### src/rtl/mem_stage_ctrl.sv
// MEM stage controller: data-memory req/ack handshake, stall, MEM/WB register.
// Timeout aborts a hung access; mem_err records faults until reset.
module mem_stage_ctrl #(
    parameter int DATA_W      = 16,
    parameter int RA_W        = 4,
    parameter int TIMEOUT_CYC = 255,
    parameter int CNT_W       = 8
) (
    input  logic              clk,
    input  logic              rst_n,
    input  logic              we_mem_MEM,
    input  logic              re_mem_MEM,
    input  logic [DATA_W-1:0] alu_result_MEM,
    input  logic [DATA_W-1:0] sdata_MEM,
    input  logic [RA_W-1:0]   dst_addr_MEM,
    input  logic              we_rf_MEM,
    input  logic              wb_sel_MEM,
    output logic              mem_req,
    output logic              mem_we,
    output logic [DATA_W-1:0] mem_addr,
    output logic [DATA_W-1:0] mem_wdata,
    input  logic [DATA_W-1:0] mem_rdata,
    input  logic              mem_ack,
    output logic              stall,
    output logic [DATA_W-1:0] wb_data_WB,
    output logic [RA_W-1:0]   dst_addr_WB,
    output logic              we_rf_WB,
    output logic              mem_err
);

    typedef enum logic {IDLE, ACCESS} state_t;

    localparam bit             TO_EN   = (TIMEOUT_CYC != 0);
    localparam logic [CNT_W-1:0] TO_LAST = CNT_W'(TIMEOUT_CYC - 1);

    state_t            state;
    state_t            state_nxt;
    logic [CNT_W-1:0]  cnt;
    logic              op;
    logic              acc;
    logic              start;
    logic              timeout;
    logic              done;
    logic [DATA_W-1:0] rdata_sel;

    assign op      = we_mem_MEM | re_mem_MEM;
    assign acc     = (state == ACCESS);
    assign start   = (state == IDLE) & op;
    assign timeout = acc & TO_EN & (cnt == TO_LAST) & ~mem_ack;
    assign done    = acc & (mem_ack | timeout);
    assign stall   = op & ~done;

    // Load data: memory data on ack, zero when the access timed out
    assign rdata_sel = (acc & mem_ack) ? mem_rdata : '0;

    // FSM state register
    always_ff @(posedge clk or negedge rst_n) begin
        if (!rst_n) state <= IDLE;
        else        state <= state_nxt;
    end

    // FSM next state: enter ACCESS on a mem op, leave on ack or timeout
    always_comb begin
        state_nxt = state;
        unique case (state)
            IDLE:    if (op)   state_nxt = ACCESS;
            ACCESS:  if (done) state_nxt = IDLE;
            default: state_nxt = IDLE;
        endcase
    end

    // Memory request and latched address/data/direction
    always_ff @(posedge clk or negedge rst_n) begin
        if (!rst_n) begin
            mem_req   <= 1'b0;
            mem_we    <= 1'b0;
            mem_addr  <= '0;
            mem_wdata <= '0;
        end else if (start) begin
            mem_req   <= 1'b1;
            mem_we    <= we_mem_MEM;
            mem_addr  <= alu_result_MEM;
            mem_wdata <= sdata_MEM;
        end else if (done) begin
            mem_req   <= 1'b0;
        end
    end

    // Access-cycle counter, cleared whenever the FSM is idle
    always_ff @(posedge clk or negedge rst_n) begin
        if (!rst_n)   cnt <= '0;
        else if (acc) cnt <= cnt + 1'b1;
        else          cnt <= '0;
    end

    // Sticky error: conflicting we/re at entry, or a timed-out access
    always_ff @(posedge clk or negedge rst_n) begin
        if (!rst_n)
            mem_err <= 1'b0;
        else if ((start & we_mem_MEM & re_mem_MEM) | timeout)
            mem_err <= 1'b1;
    end

    // MEM/WB register: advance when not stalled, insert a bubble otherwise
    always_ff @(posedge clk or negedge rst_n) begin
        if (!rst_n) begin
            wb_data_WB  <= '0;
            dst_addr_WB <= '0;
            we_rf_WB    <= 1'b0;
        end else if (!stall) begin
            wb_data_WB  <= (wb_sel_MEM & re_mem_MEM) ? rdata_sel
                                                     : alu_result_MEM;
            dst_addr_WB <= dst_addr_MEM;
            we_rf_WB    <= we_rf_MEM;
        end else begin
            we_rf_WB    <= 1'b0;
        end
    end

endmodule

### config.mk
export PLATFORM = sky130hd
export DESIGN_NAME = mem_stage_ctrl
export DESIGN_NICKNAME = d
export VERILOG_FILES = /design/src/rtl/mem_stage_ctrl.sv
export SDC_FILE = /design/constraint.sdc
export NUM_CORES = 1
export LEC_CHECK = 0
export ABC_AREA = 1
export BUFFER_PORTS_ARGS = -buffer_cell sky130_fd_sc_hd__buf_4
export CAP_MARGIN = 20
export CORE_MARGIN = 8
export CORE_UTILIZATION = 44
export DETAILED_ROUTE_END_ITERATION = 10
export PLACE_DENSITY_LB_ADDON = 0.05
export SLEW_MARGIN = 20
export SYNTH_ARGS = -nofsm -noshare
export SYNTH_HDL_FRONTEND = slang
export SYNTH_SLANG_ARGS = --single-unit
### constraint.sdc
create_clock -name clk -period 1.3 [get_ports clk]
set_clock_uncertainty 0.1 [all_clocks]
set_input_delay 0.13 -clock clk [delete_from_list [all_inputs] [get_ports clk]]
set_output_delay 0.13 -clock clk [all_outputs]
set_load 0.02 [all_outputs]
== Yosys cells after proc, flatten, opt, wreduce, memory -nomap -nowiden ==
Index checks and enable logic that the tools add are counted.
Word-level totals
  flip-flop bits (word level): 65
  output and inout bits: 57
Operators by class
  add/sub/neg operators: 1
  equal/unequal tests: 1
  mux-type cells: 9
  bitwise operators: 15
  reductions and logical operators: 1
Operators by type and width (count)
  two-way mux 16 bit: 2
  AND 1 bit: 9
  adder 8 x 1 -> 8 bit (second input constant): 1
  == test 8 bit (second input constant): 1
  two-way mux 8 bit: 1
  two-way mux 1 bit: 5
  inverter 1 bit: 3
  bitwise OR 1 bit: 3
  one-hot mux 1 bit (2 select lines): 1
  nonzero test 2 bit: 1

== Depth between registers and ports, before layout ==
Gate-level depths: netlist (run 1).
  depth in word-level cells: 8
  mapped depth: 9

== Least setup slack after synthesis (run 1) ==
No wires, ideal clock.
  path type: flip-flop to output port
  start: register cnt[0]
  end: output port stall
  data arrival time: 1.167 ns
  required time: 1.070 ns
  setup slack: -0.097 ns
  stages on the path, launching flop included: 9
  buffers on the path: 1
  path through: dfrtp_1 > inv_1 > ha_1 > nand2_1 > nor2_2 > nand2_2 > nand3_4 > buf_6 > inv_1
On the way
  cells in the longest elaborated chain, start to end: 7
RTL lines
  from (decl): RTL line 38  | logic [CNT_W-1:0] cnt;
  from (signal assigned): RTL line 92  | else if (acc) cnt <= cnt + 1'b1;
  == test 8 bit: RTL line 49  | assign timeout = acc & TO_EN & (cnt == TO_LAST) & ~mem_ack;
  AND 1 bit (2 in a row): RTL line 49
  bitwise OR 1 bit: RTL line 50  | assign done = acc & (mem_ack | timeout);
  AND 1 bit: RTL line 50
  inverter 1 bit: RTL line 51  | assign stall = op & ~done;
  AND 1 bit: RTL line 51
  to (decl): RTL line 24  | output logic stall,
Every way passes these cells.

== Worst setup path after layout (run 1) ==
Ends and elaborated chain as after synthesis.

==> results.sh, run 1 <==
export IMPL_final_nets=580
export IMPL_maxSlewViolCount=0
export IMPL_diodes=0
export IMPL_viasPerCell=5.065
export IMPL_multi_input_area_mm2=0.001180
export IMPL_critPathArrivalTime_ps=1390
export IMPL_final_cells=601
export IMPL_worstSetupStartpointType="register"
export IMPL_grt_max_degree=66
export IMPL_tns_ps=-8610
export IMPL_cts_buffer_depth=2
export IMPL_gp_congestion=0.7945
export IMPL_worst_hold_path_endpoint="mem_addr[0]$_DFFE_PN0P_"
export IMPL_ant_nets=0
export IMPL_grt_pass1_vias=3201
export IMPL_clock_sinks=65
export IMPL_synth_nets=398
export IMPL_sw_frac_of_total_pct=32.20
export IMPL_internal_power_w=0.004821
export IMPL_ys_seq_area_share_pct=55.53
export IMPL_r2r_end="wb_data_WB[4]$_DFFE_PN0N_"
export IMPL_htreeDepth=3
export IMPL_seq_area_mm2=0.001627
export IMPL_r2r_start="cnt[1]$_DFF_PN0_"
export IMPL_drtIter0Drc=150
export IMPL_ir_drop_mv=0.9456
export IMPL_syn2layout_area_growth_pct=70.70
export IMPL_rr_worst_depth=9
export IMPL_yosys_register_bits=65
export IMPL_antenna_found_initial=0
export IMPL_cp_num_buf_inv=3
export IMPL_drt_wl_total_um=10340
export IMPL_hp_start="alu_result_MEM[0]"
export IMPL_via_count=3044
export IMPL_avgSynthCellArea_um2=8.692
export IMPL_hold_ws_ps=2.196
export IMPL_powerDensity_mw_per_mm2=1422
export IMPL_fin_util_pct=78.29
export IMPL_violations="setup timing"
export IMPL_dp_hpwl_um=6203
export IMPL_drcViolationCount=0
export IMPL_rsz0062_at_grt="yes"
export IMPL_worst_pin_slew_ps=346.8
export IMPL_synth_warnings=0
export IMPL_path_delay_family="flip-flops"
export IMPL_path_clk_slew_ps=70
export IMPL_cts_made_buffers=9
export IMPL_slowest_stage="dfrtp_1"
export IMPL_syn_area_mm2=0.002929
export IMPL_die_w_um=97.59
export IMPL_post_drt_wl_per_cell_um=17.20
export IMPL_track_usage_pct=20.70
export IMPL_power_frac_comb_pct=33.1
export IMPL_period_minus_slack_ps=1615
export IMPL_drive_above_1_share_pct=39.89
export IMPL_fin_crit_sh_pct=124.2
export IMPL_slew_headroom_pct=76.88
export IMPL_cts_tree="yes"
export IMPL_regToRegSetupSlack_ps=-210
export IMPL_clk_latency_ps=340
export IMPL_portBuffers=115
export IMPL_drtPass1Iterations=4
export IMPL_p_leak_nw=2.619
export IMPL_cts_root_buffer="clkbuf_8"
export IMPL_io_pins=116
export IMPL_final_fill_count=426
export IMPL_yosysUniqueCellTypes=25
export IMPL_crit_chain="inv_2 > ha_4 > nand2_4 > nor2_4 > nand2_2 > nand3_4 > inv_4 > buf_6"
export IMPL_p_clk_share_pct=30.3
export IMPL_pre_cts_ws_ps=-103.1
export IMPL_std_cell_rows=29
export IMPL_critPathMaxStageDelay_ps=390
export IMPL_critPathKind="reg -> out"
export IMPL_grt_overflow_total=0
export IMPL_initial_utilization_pct=45.87
export IMPL_critPathMaxFanout=2
export IMPL_pwr_share_seq_pct=36.6
export IMPL_dp_cells=534
export IMPL_cp_end_kind="output port"
export IMPL_min_delay_path_depth=3
export IMPL_die_area_mm2=0.009524
export IMPL_hold_viol_final=0
export IMPL_syn_inst=337
export IMPL_hp_class="in -> reg"
export IMPL_drv_cap=0
export IMPL_coreArea_mm2=0.006386
export IMPL_switchingPower_w=0.002290
export IMPL_outcome="finished with violations"
export IMPL_max_freq_mhz=619.2
export IMPL_dieHeight_um=97.59
export IMPL_fin_ws_ps=-315.1
export IMPL_grt_pass1_wl_um=16030
export IMPL_setup_violations=64
export IMPL_worst_endpoint_required_ps=1070
[layer usage]
layer	global-route usage, %	wire, um	share of wire, %
met1	22.91	3951	38
met4	7.459	161	1.6
met2	36.06	5485	53
met3	6.757	741	7.2
met5	0	0	0
[kinds of logic (layout without fill, tap and decap cells)]
group	after synthesis	in the layout	share of synthesized area (%)
simple gates	184	184	28.19
flops	65	65	55.53
buf+inv	46	233	8.202
compound gates	40	40	7.219
fa+ha+maj	2	2	0.8542
[through the flow]
stage / power, W / cell area, um^2
4_1_cts: 0.006909 / 4785
3_5_place_dp: 0.004486 / 3998
3_3_place_gp: 0.004444 / 3998
5_1_grt: 0.007437 / 5000
6_report: 0.007111 / 5000
2_1_floorplan: 0.003527 / 2939
[how the worst max path moves through the flow]
stage,start,end,slack [ps],cells after the start
after floorplan,cnt[0]$_DFF_PN0_,dst_addr_WB[0]$_DFFE_PN0N_,-30,8
after global placement,cnt[0]$_DFF_PN0_,wb_data_WB[10]$_DFFE_PN0N_,-70,8
after detailed placement,cnt[0]$_DFF_PN0_,wb_data_WB[4]$_DFFE_PN0N_,-100,9
after CTS,cnt[0]$_DFF_PN0_,stall,-350,8
after global routing,cnt[0]$_DFF_PN0_,stall,-370,8
final,cnt[0]$_DFF_PN0_,stall,-320,8
[synth_stat cells (all sizes together)]
cell    count  share of area (%)
clkbuf      1               0.17
nand4      20                4.3
a21oi       5               0.85
buf        18                4.6
nand2     127                 17
nand3      20                3.8
nor2       16                3.2
o21ai      34                6.1
ha          2               0.85
a31o        1               0.30
nor3        1               0.17
inv        27                3.5
dfrtp      65                 56
[registers in the layout (all words and copies together), names as in the netlist]
name,cells
mem_err,1
mem_addr,16
wb_data_WB,16
cnt,8
dst_addr_WB,4
acc,1
mem_req,1
mem_wdata,16
mem_we,1
we_rf_WB,1
[area by class of cell]
class	count	share of cell area, %
tap	77	1.927
clock buffer	10	2.753
sequential	65	32.53
clock inverter	6	2.302
inverter	27	2.327
multi-input combinational	226	23.60
timing repair buffer	190	34.56
[what timing repair did]
item / in CTS / in global routing
resized for setup: 26 / 38
gates cloned: 2 / 5
hold endpoints to repair: 103 / 1
setup buffers: 7 / 3
pin swaps: 5 / 9
endpoints found under the setup margin: 37 / 64
hold buffers: 38 / 1
[layout by cell type, fill, tap and decap left out]
cell type,count
nor2_4,3
nand4_1,20
nor2_8,1
inv_2,3
o21ai_2,5
a21oi_1,4
buf_4,135
buf_6,3
buf_16,2
a21oi_2,1
a31o_2,1
o21ai_0,14
clkbuf_16,4
inv_4,1
clkinv_8,1
nand2_2,15
nand2_4,6
ha_4,2
o21ai_1,15
nand3_4,1
nor2_1,11
nand2_1,106
clkinv_4,2
nand3_1,19
nor3_1,1
buf_8,3
dlygate4sd3_1,38
clkbuf_8,10
inv_1,22
nor2_2,1
bufinv_16,3
clkinvlp_4,1
dfrtp_1,65
buf_12,5
[tightest hold or removal path, cell delays in order]
cell,delay (ps)
buf_4,80
inv_1,60
o21ai_1,130
[power groups by stage]
| stage | clock (W) | sequential (W) | combinational, W |
|---|---|---|---|
| after floorplan | 0 | 0.00298 | 0.000548 |
| after global placement | 0 | 0.00259 | 0.00186 |
| after detailed placement | 0 | 0.00260 | 0.00189 |
| after CTS | 0.00219 | 0.00257 | 0.00214 |
| after global routing | 0.00225 | 0.00265 | 0.00253 |
| final | 0.00216 | 0.00261 | 0.00235 |
(Power assumes the default switching activity.)
==> run 2: changes to the inputs <==
--- a/config.mk
+++ b/config.mk
@@ -11,6 +11,7 @@
 export CORE_MARGIN = 8
 export CORE_UTILIZATION = 44
 export DETAILED_ROUTE_END_ITERATION = 10
+export MAX_ROUTING_LAYER = met4
 export PLACE_DENSITY_LB_ADDON = 0.05
 export SLEW_MARGIN = 20
 export SYNTH_ARGS = -nofsm -noshare
==> results.sh, run 2 (synthesized netlist as in run 1, its figures left out) <==
export IMPL_outcome="finished with violations"
export IMPL_violations="hold timing, setup timing"
export IMPL_p_clk_share_pct=30.3
export IMPL_mostFrequentLayoutCell="buf_4"
export IMPL_rsz0062_at_grt="yes"
export IMPL_pre_cts_ws_ps=-103.1
export IMPL_setup_violations=64
export IMPL_ir_drop_mv=0.9498
export IMPL_slew_headroom_pct=77.23
export IMPL_dp_hpwl_um=6203
export IMPL_std_cell_rows=29
export IMPL_period_minus_slack_ps=1615
export IMPL_track_usage_pct=21.44
export IMPL_via_count=3058
export IMPL_clock_sinks=65
export IMPL_fin_ws_ps=-314.6
export IMPL_switchingPower_w=0.002294
export IMPL_grt_max_degree=66
export IMPL_r2r_start="cnt[1]$_DFF_PN0_"
export IMPL_hold_viol_final=1
export IMPL_hp_class="in -> reg"
export IMPL_syn2layout_area_growth_pct=70.70
export IMPL_internal_power_w=0.004821
export IMPL_grt_pass1_wl_um=16130
export IMPL_final_fill_count=426
export IMPL_cts_tree="yes"
export IMPL_maxSlewViolCount=0
export IMPL_powerDensity_mw_per_mm2=1423
export IMPL_post_drt_wl_per_cell_um=17.24
export IMPL_drv_cap=0
export IMPL_sw_frac_of_total_pct=32.24
export IMPL_worstSetupStartpointType="register"
export IMPL_tns_ps=-8364
export IMPL_rr_worst_depth=9
export IMPL_power_w=0.007115
export IMPL_drt_wl_total_um=10360
export IMPL_fin_util_pct=78.29
export IMPL_io_pins=116
export IMPL_regToRegSetupSlack_ps=-210
export IMPL_hold_ws_ps=-4.748
export IMPL_antenna_found_initial=0
export IMPL_critPathMaxFanout=2
export IMPL_clk_latency_ps=340
export IMPL_cp_end_kind="output port"
export IMPL_worst_pin_slew_ps=341.6
export IMPL_path_clk_slew_ps=70
export IMPL_drcViolationCount=0
export IMPL_cts_root_buffer="clkbuf_8"
export IMPL_ant_nets=0
export IMPL_die_w_um=97.59
export IMPL_worstSetupStartpoint="cnt[0]$_DFF_PN0_"
export IMPL_critPathKind="reg -> out"
export IMPL_cts_made_buffers=9
export IMPL_cts_buffer_depth=2
export IMPL_grt_overflow_total=0
export IMPL_power_frac_comb_pct=33.0
export IMPL_r2r_end="wb_data_WB[2]$_DFFE_PN0N_"
export IMPL_worst_endpoint_required_ps=1070
export IMPL_htreeDepth=3
export IMPL_diodes=0
export IMPL_drtPass1Iterations=4
export IMPL_pwr_share_seq_pct=36.6
export IMPL_top_regs="mem_addr x16, mem_wdata x16, wb_data_WB x16"
export IMPL_coreArea_mm2=0.006386
export IMPL_final_nets=580
export IMPL_drtIter0Drc=124
export IMPL_max_freq_mhz=619.3
export IMPL_portBuffers=115
export IMPL_gp_congestion=0.8057
export IMPL_layout_common_cells="buf_4, nand2_1, dfrtp_1"
export IMPL_die_area_mm2=0.009524
export IMPL_critPathArrivalTime_ps=1380
export IMPL_drive_above_1_share_pct=39.89
export IMPL_grt_pass1_vias=3182
export IMPL_fin_crit_sh_pct=124.2
export IMPL_crit_path_end="stall"
export IMPL_dieHeight_um=97.59
export IMPL_viasPerCell=5.088
export IMPL_initial_utilization_pct=45.87
export IMPL_p_leak_nw=2.619
==> run 2: cell counts in the layout (fill, tap and decap cells not counted) <==
Identical to the previous run, type by type.
==> run 2: routing by layer <==
layer	global-route usage [%]	part of all wire, %	vias up
met5	-	0	-
met4	7.459	1.4	0
met3	4.410	5.6	11
met2	36.01	53	119
met1	24.83	39	1475
li1	-	-	1453
==> run 2: worst min path at each step <==
stage / startpoint / end / slack [ps] / cells after the start
floorplan: rst_n / acc$_DFF_PN0_ / -270 / 0
global placement: rst_n / mem_wdata[7]$_DFFE_PN0P_ / 60 / 2
detailed placement: rst_n / mem_wdata[7]$_DFFE_PN0P_ / 60 / 2
CTS: re_mem_MEM / acc$_DFF_PN0_ / -4 / 3
global route: we_mem_MEM / acc$_DFF_PN0_ / 20 / 3
finish: alu_result_MEM[0] / mem_addr[0]$_DFFE_PN0P_ / -5 / 3
==> run 2: layout make-up <==
class                           count  area [um^2]  area share, %
Clock buffer                       10        137.6          2.753
Clock inverter                      6        115.1          2.302
Inverter                           27        116.4          2.327
Multi-Input combinational cell    226         1180          23.60
Sequential cell                    65         1627          32.53
Tap cell                           77        96.34          1.927
Timing Repair Buffer              190         1728          34.56
==> run 2: power groups by stage <==
| stage | Combinational, W | Clock, W | Sequential [W] |
|---|---|---|---|
| 2_1_floorplan | 0.000548 | 0 | 0.00298 |
| 3_3_place_gp | 0.00186 | 0 | 0.00259 |
| 3_5_place_dp | 0.00189 | 0 | 0.00260 |
| 4_1_cts | 0.00214 | 0.00219 | 0.00257 |
| 5_1_grt | 0.00253 | 0.00225 | 0.00265 |
| 6_report | 0.00235 | 0.00216 | 0.00261 |
==> run 2: per-stage QoR <==
step	instances	hold slack [ps]	cell area, um^2
2_1_floorplan	337	-265.6	2939
3_3_place_gp	534	59.15	3998
3_5_place_dp	534	60.04	3998
4_1_cts	595	-4.115	4785
5_1_grt	601	16.36	5000
6_report	601	-4.748	5000
==> run 2: worst max-delay path: stages (launching register included) <==
cell and delay, ps:
dfrtp_1 390, inv_2 70, ha_4 140, nand2_4 50, nor2_4 70, nand2_2 70, nand3_4 90, inv_4 30
buf_6 120
==> run 2: timing repair <==
item	CTS	global route
cloned	2	5
gates resized for setup	26	38
pin swaps	5	9
hold buffers	38	1
endpoints found under the setup margin	37	64
endpoints found under the hold margin	103	1
setup buffers	7	3
==> run 3: changes to the inputs <==
--- a/config.mk
+++ b/config.mk
@@ -9,7 +9,8 @@
 export BUFFER_PORTS_ARGS = -buffer_cell sky130_fd_sc_hd__buf_4
 export CAP_MARGIN = 20
 export CORE_MARGIN = 8
-export CORE_UTILIZATION = 44
+export CORE_UTILIZATION = 45
+export CTS_BUF_LIST = sky130_fd_sc_hd__clkbuf_4 sky130_fd_sc_hd__clkbuf_8
 export DETAILED_ROUTE_END_ITERATION = 10
 export MAX_ROUTING_LAYER = met4
 export PLACE_DENSITY_LB_ADDON = 0.05
==> results.sh, run 3 (synthesized netlist as in run 1, its figures left out) <==
export IMPL_rsz0062_at_grt="yes"
export IMPL_drcViolationCount=0
export IMPL_critPathKind="reg -> out"
export IMPL_violations="setup timing"
export IMPL_mostFrequentLayoutCell="buf_4"
export IMPL_rr_worst_depth=9
export IMPL_cts_tree="yes"
export IMPL_fin_crit_sh_pct=128.6
export IMPL_antenna_found_initial=0
export IMPL_power_frac_comb_pct=34.5
export IMPL_critPathArrivalTime_ps=1440
export IMPL_cts_buffer_depth=2
export IMPL_worst_pin_slew_ps=324.5
export IMPL_drive_above_1_share_pct=45.52
export IMPL_ir_drop_mv=1.007
export IMPL_worst_endpoint_required_ps=1070
export IMPL_design_area_mm2=0.005221
export IMPL_layout_common_cells="buf_4, nand2_1, dfrtp_1"
export IMPL_clk_latency_ps=350
export IMPL_pwr_share_seq_pct=38.0
export IMPL_critPathMaxStageDelay_ps=380
export IMPL_tns_ps=-8837
export IMPL_p_leak_nw=2.719
export IMPL_powerDensity_mw_per_mm2=1355
export IMPL_fin_ws_ps=-371.4
export IMPL_ant_nets=0
export IMPL_switchingPower_w=0.002361
export IMPL_p_clk_share_pct=27.5
export IMPL_grt_pass1_vias=3391
export IMPL_final_cells=602
export IMPL_drtIter0Drc=155
export IMPL_regToRegSetupSlack_ps=-320
export IMPL_maxSlewViolCount=0
export IMPL_slew_headroom_pct=78.36
export IMPL_top_regs="mem_addr x16, mem_wdata x16, wb_data_WB x16"
export IMPL_via_count=3154
export IMPL_drv_cap=0
export IMPL_postPlaceCellArea_mm2=0.004028
export IMPL_final_nets=581
export IMPL_cts_root_buffer="clkbuf_8"
export IMPL_post_drt_wl_per_cell_um=18.28
export IMPL_portBuffers=115
export IMPL_grt_overflow_total=0
export IMPL_htreeDepth=3
export IMPL_critPathMaxFanout=2
export IMPL_outcome="finished with violations"
export IMPL_crit_chain="inv_1 > ha_2 > nand2_2 > nor2_2 > nand2_2 > nand3_4 > inv_4 > buf_6"
export IMPL_cts_made_buffers=9
export IMPL_max_freq_mhz=598.3
export IMPL_cpMostUsedCell="nand2_2"
export IMPL_track_usage_pct=23.42
export IMPL_clock_sinks=65
export IMPL_internal_power_w=0.004712
export IMPL_setup_violations=58
export IMPL_std_cell_rows=29
export IMPL_drt_wl_total_um=11000
export IMPL_die_area_mm2=0.009347
export IMPL_slowest_stage="dfrtp_1"
export IMPL_syn2layout_area_growth_pct=78.26
export IMPL_die_w_um=96.68
export IMPL_min_delay_path_depth=5
export IMPL_hp_class="in -> reg"
export IMPL_initial_utilization_pct=46.39
export IMPL_gp_congestion=0.7891
export IMPL_io_pins=116
export IMPL_worstSetupStartpointType="register"
export IMPL_hold_viol_final=0
export IMPL_diodes=0
export IMPL_period_minus_slack_ps=1671
export IMPL_dp_cells=533
export IMPL_grt_pass1_wl_um=17350
export IMPL_path_clk_slew_ps=70
export IMPL_viasPerCell=5.239
export IMPL_drtPass1Iterations=6
export IMPL_dp_hpwl_um=6341
export IMPL_grt_max_degree=32
export IMPL_cp_end_kind="output port"
export IMPL_sw_frac_of_total_pct=33.38
export IMPL_coreArea_mm2=0.006314
export IMPL_dieHeight_um=96.68
[run 3: cell types whose count changed in the layout (fill, tap and decap cells not counted), sizes merged, moves of 2 or more]
cell / delta
buf: +2
bufinv: -2
clkinv: -2
dlygate4sd3: +2
[run 3: per-layer routing]
metal	share of wire (%)	vias up	wire length, um	track usage, %
li1	-	1456	-	-
met1	39	1539	4280	24.94
met2	52	134	5762	41.56
met3	6.2	25	679	5.903
met4	2.6	0	282	7.219
met5	0	-	0	-
[run 3: metrics by stage]
step / util, % / worst slack (ps) / hold slack, ps / total power, W
final: 82.70 / -371.4 / 21.55 / 0.007073
after global routing: 82.70 / -424.6 / 51.50 / 0.007378
after CTS: 80.28 / -400.5 / 17.13 / 0.006842
after detailed placement: 63.79 / -137.9 / -53.13 / 0.004494
after global placement: 63.79 / -68.26 / -54.92 / 0.004454
after floorplan: - / -26.85 / -265.6 / 0.003527
[run 3: worst max-delay path, delay by kind of cell (launching register included)]
kind | cells | cell delay, ps
buffers and inverters | 3 | 230
and+or+nand+nor | 4 | 320
adders and majority gates | 1 | 170
DFF | 1 | 380
[run 3: area by class of cell]
type | instances | area [um^2]
multi-input combinational | 226 | 1340
timing repair buffer | 191 | 1810
sequential | 65 | 1628
inverter | 27 | 116.4
clock buffer | 15 | 200.2
tap | 77 | 96.34
clock inverter | 1 | 30.03
fill | 356 | 1092
[run 3: repair_timing]
action,CTS,global route
pin swaps,8,8
setup buffers,6,0
hold buffers,40,0
hold endpoints to repair,104,0
gates resized for setup,72,42
cloned,8,0
setup endpoints to repair,57,59
[run 3: power by group through the flow]
stage	Clock, W	Combinational, W	Sequential, W
2_1_floorplan	0	0.000548	0.00298
3_3_place_gp	0	0.00187	0.00259
3_5_place_dp	0	0.00190	0.00260
4_1_cts	0.00195	0.00229	0.00261
5_1_grt	0.00205	0.00261	0.00272
6_report	0.00195	0.00244	0.00269
[run 3: path summary, 6_finish.rpt]
check	from	to
max in group asynchronous	rst_n	wb_data_WB[6]$_DFFE_PN0N_
min reg2reg	mem_addr[3]$_DFFE_PN0P_	mem_addr[3]$_DFFE_PN0P_
max reg2reg	cnt[0]$_DFF_PN0_	wb_data_WB[12]$_DFFE_PN0N_
max	cnt[0]$_DFF_PN0_	stall
min in group asynchronous	rst_n	cnt[1]$_DFF_PN0_
min	mem_rdata[10]	wb_data_WB[10]$_DFFE_PN0N_
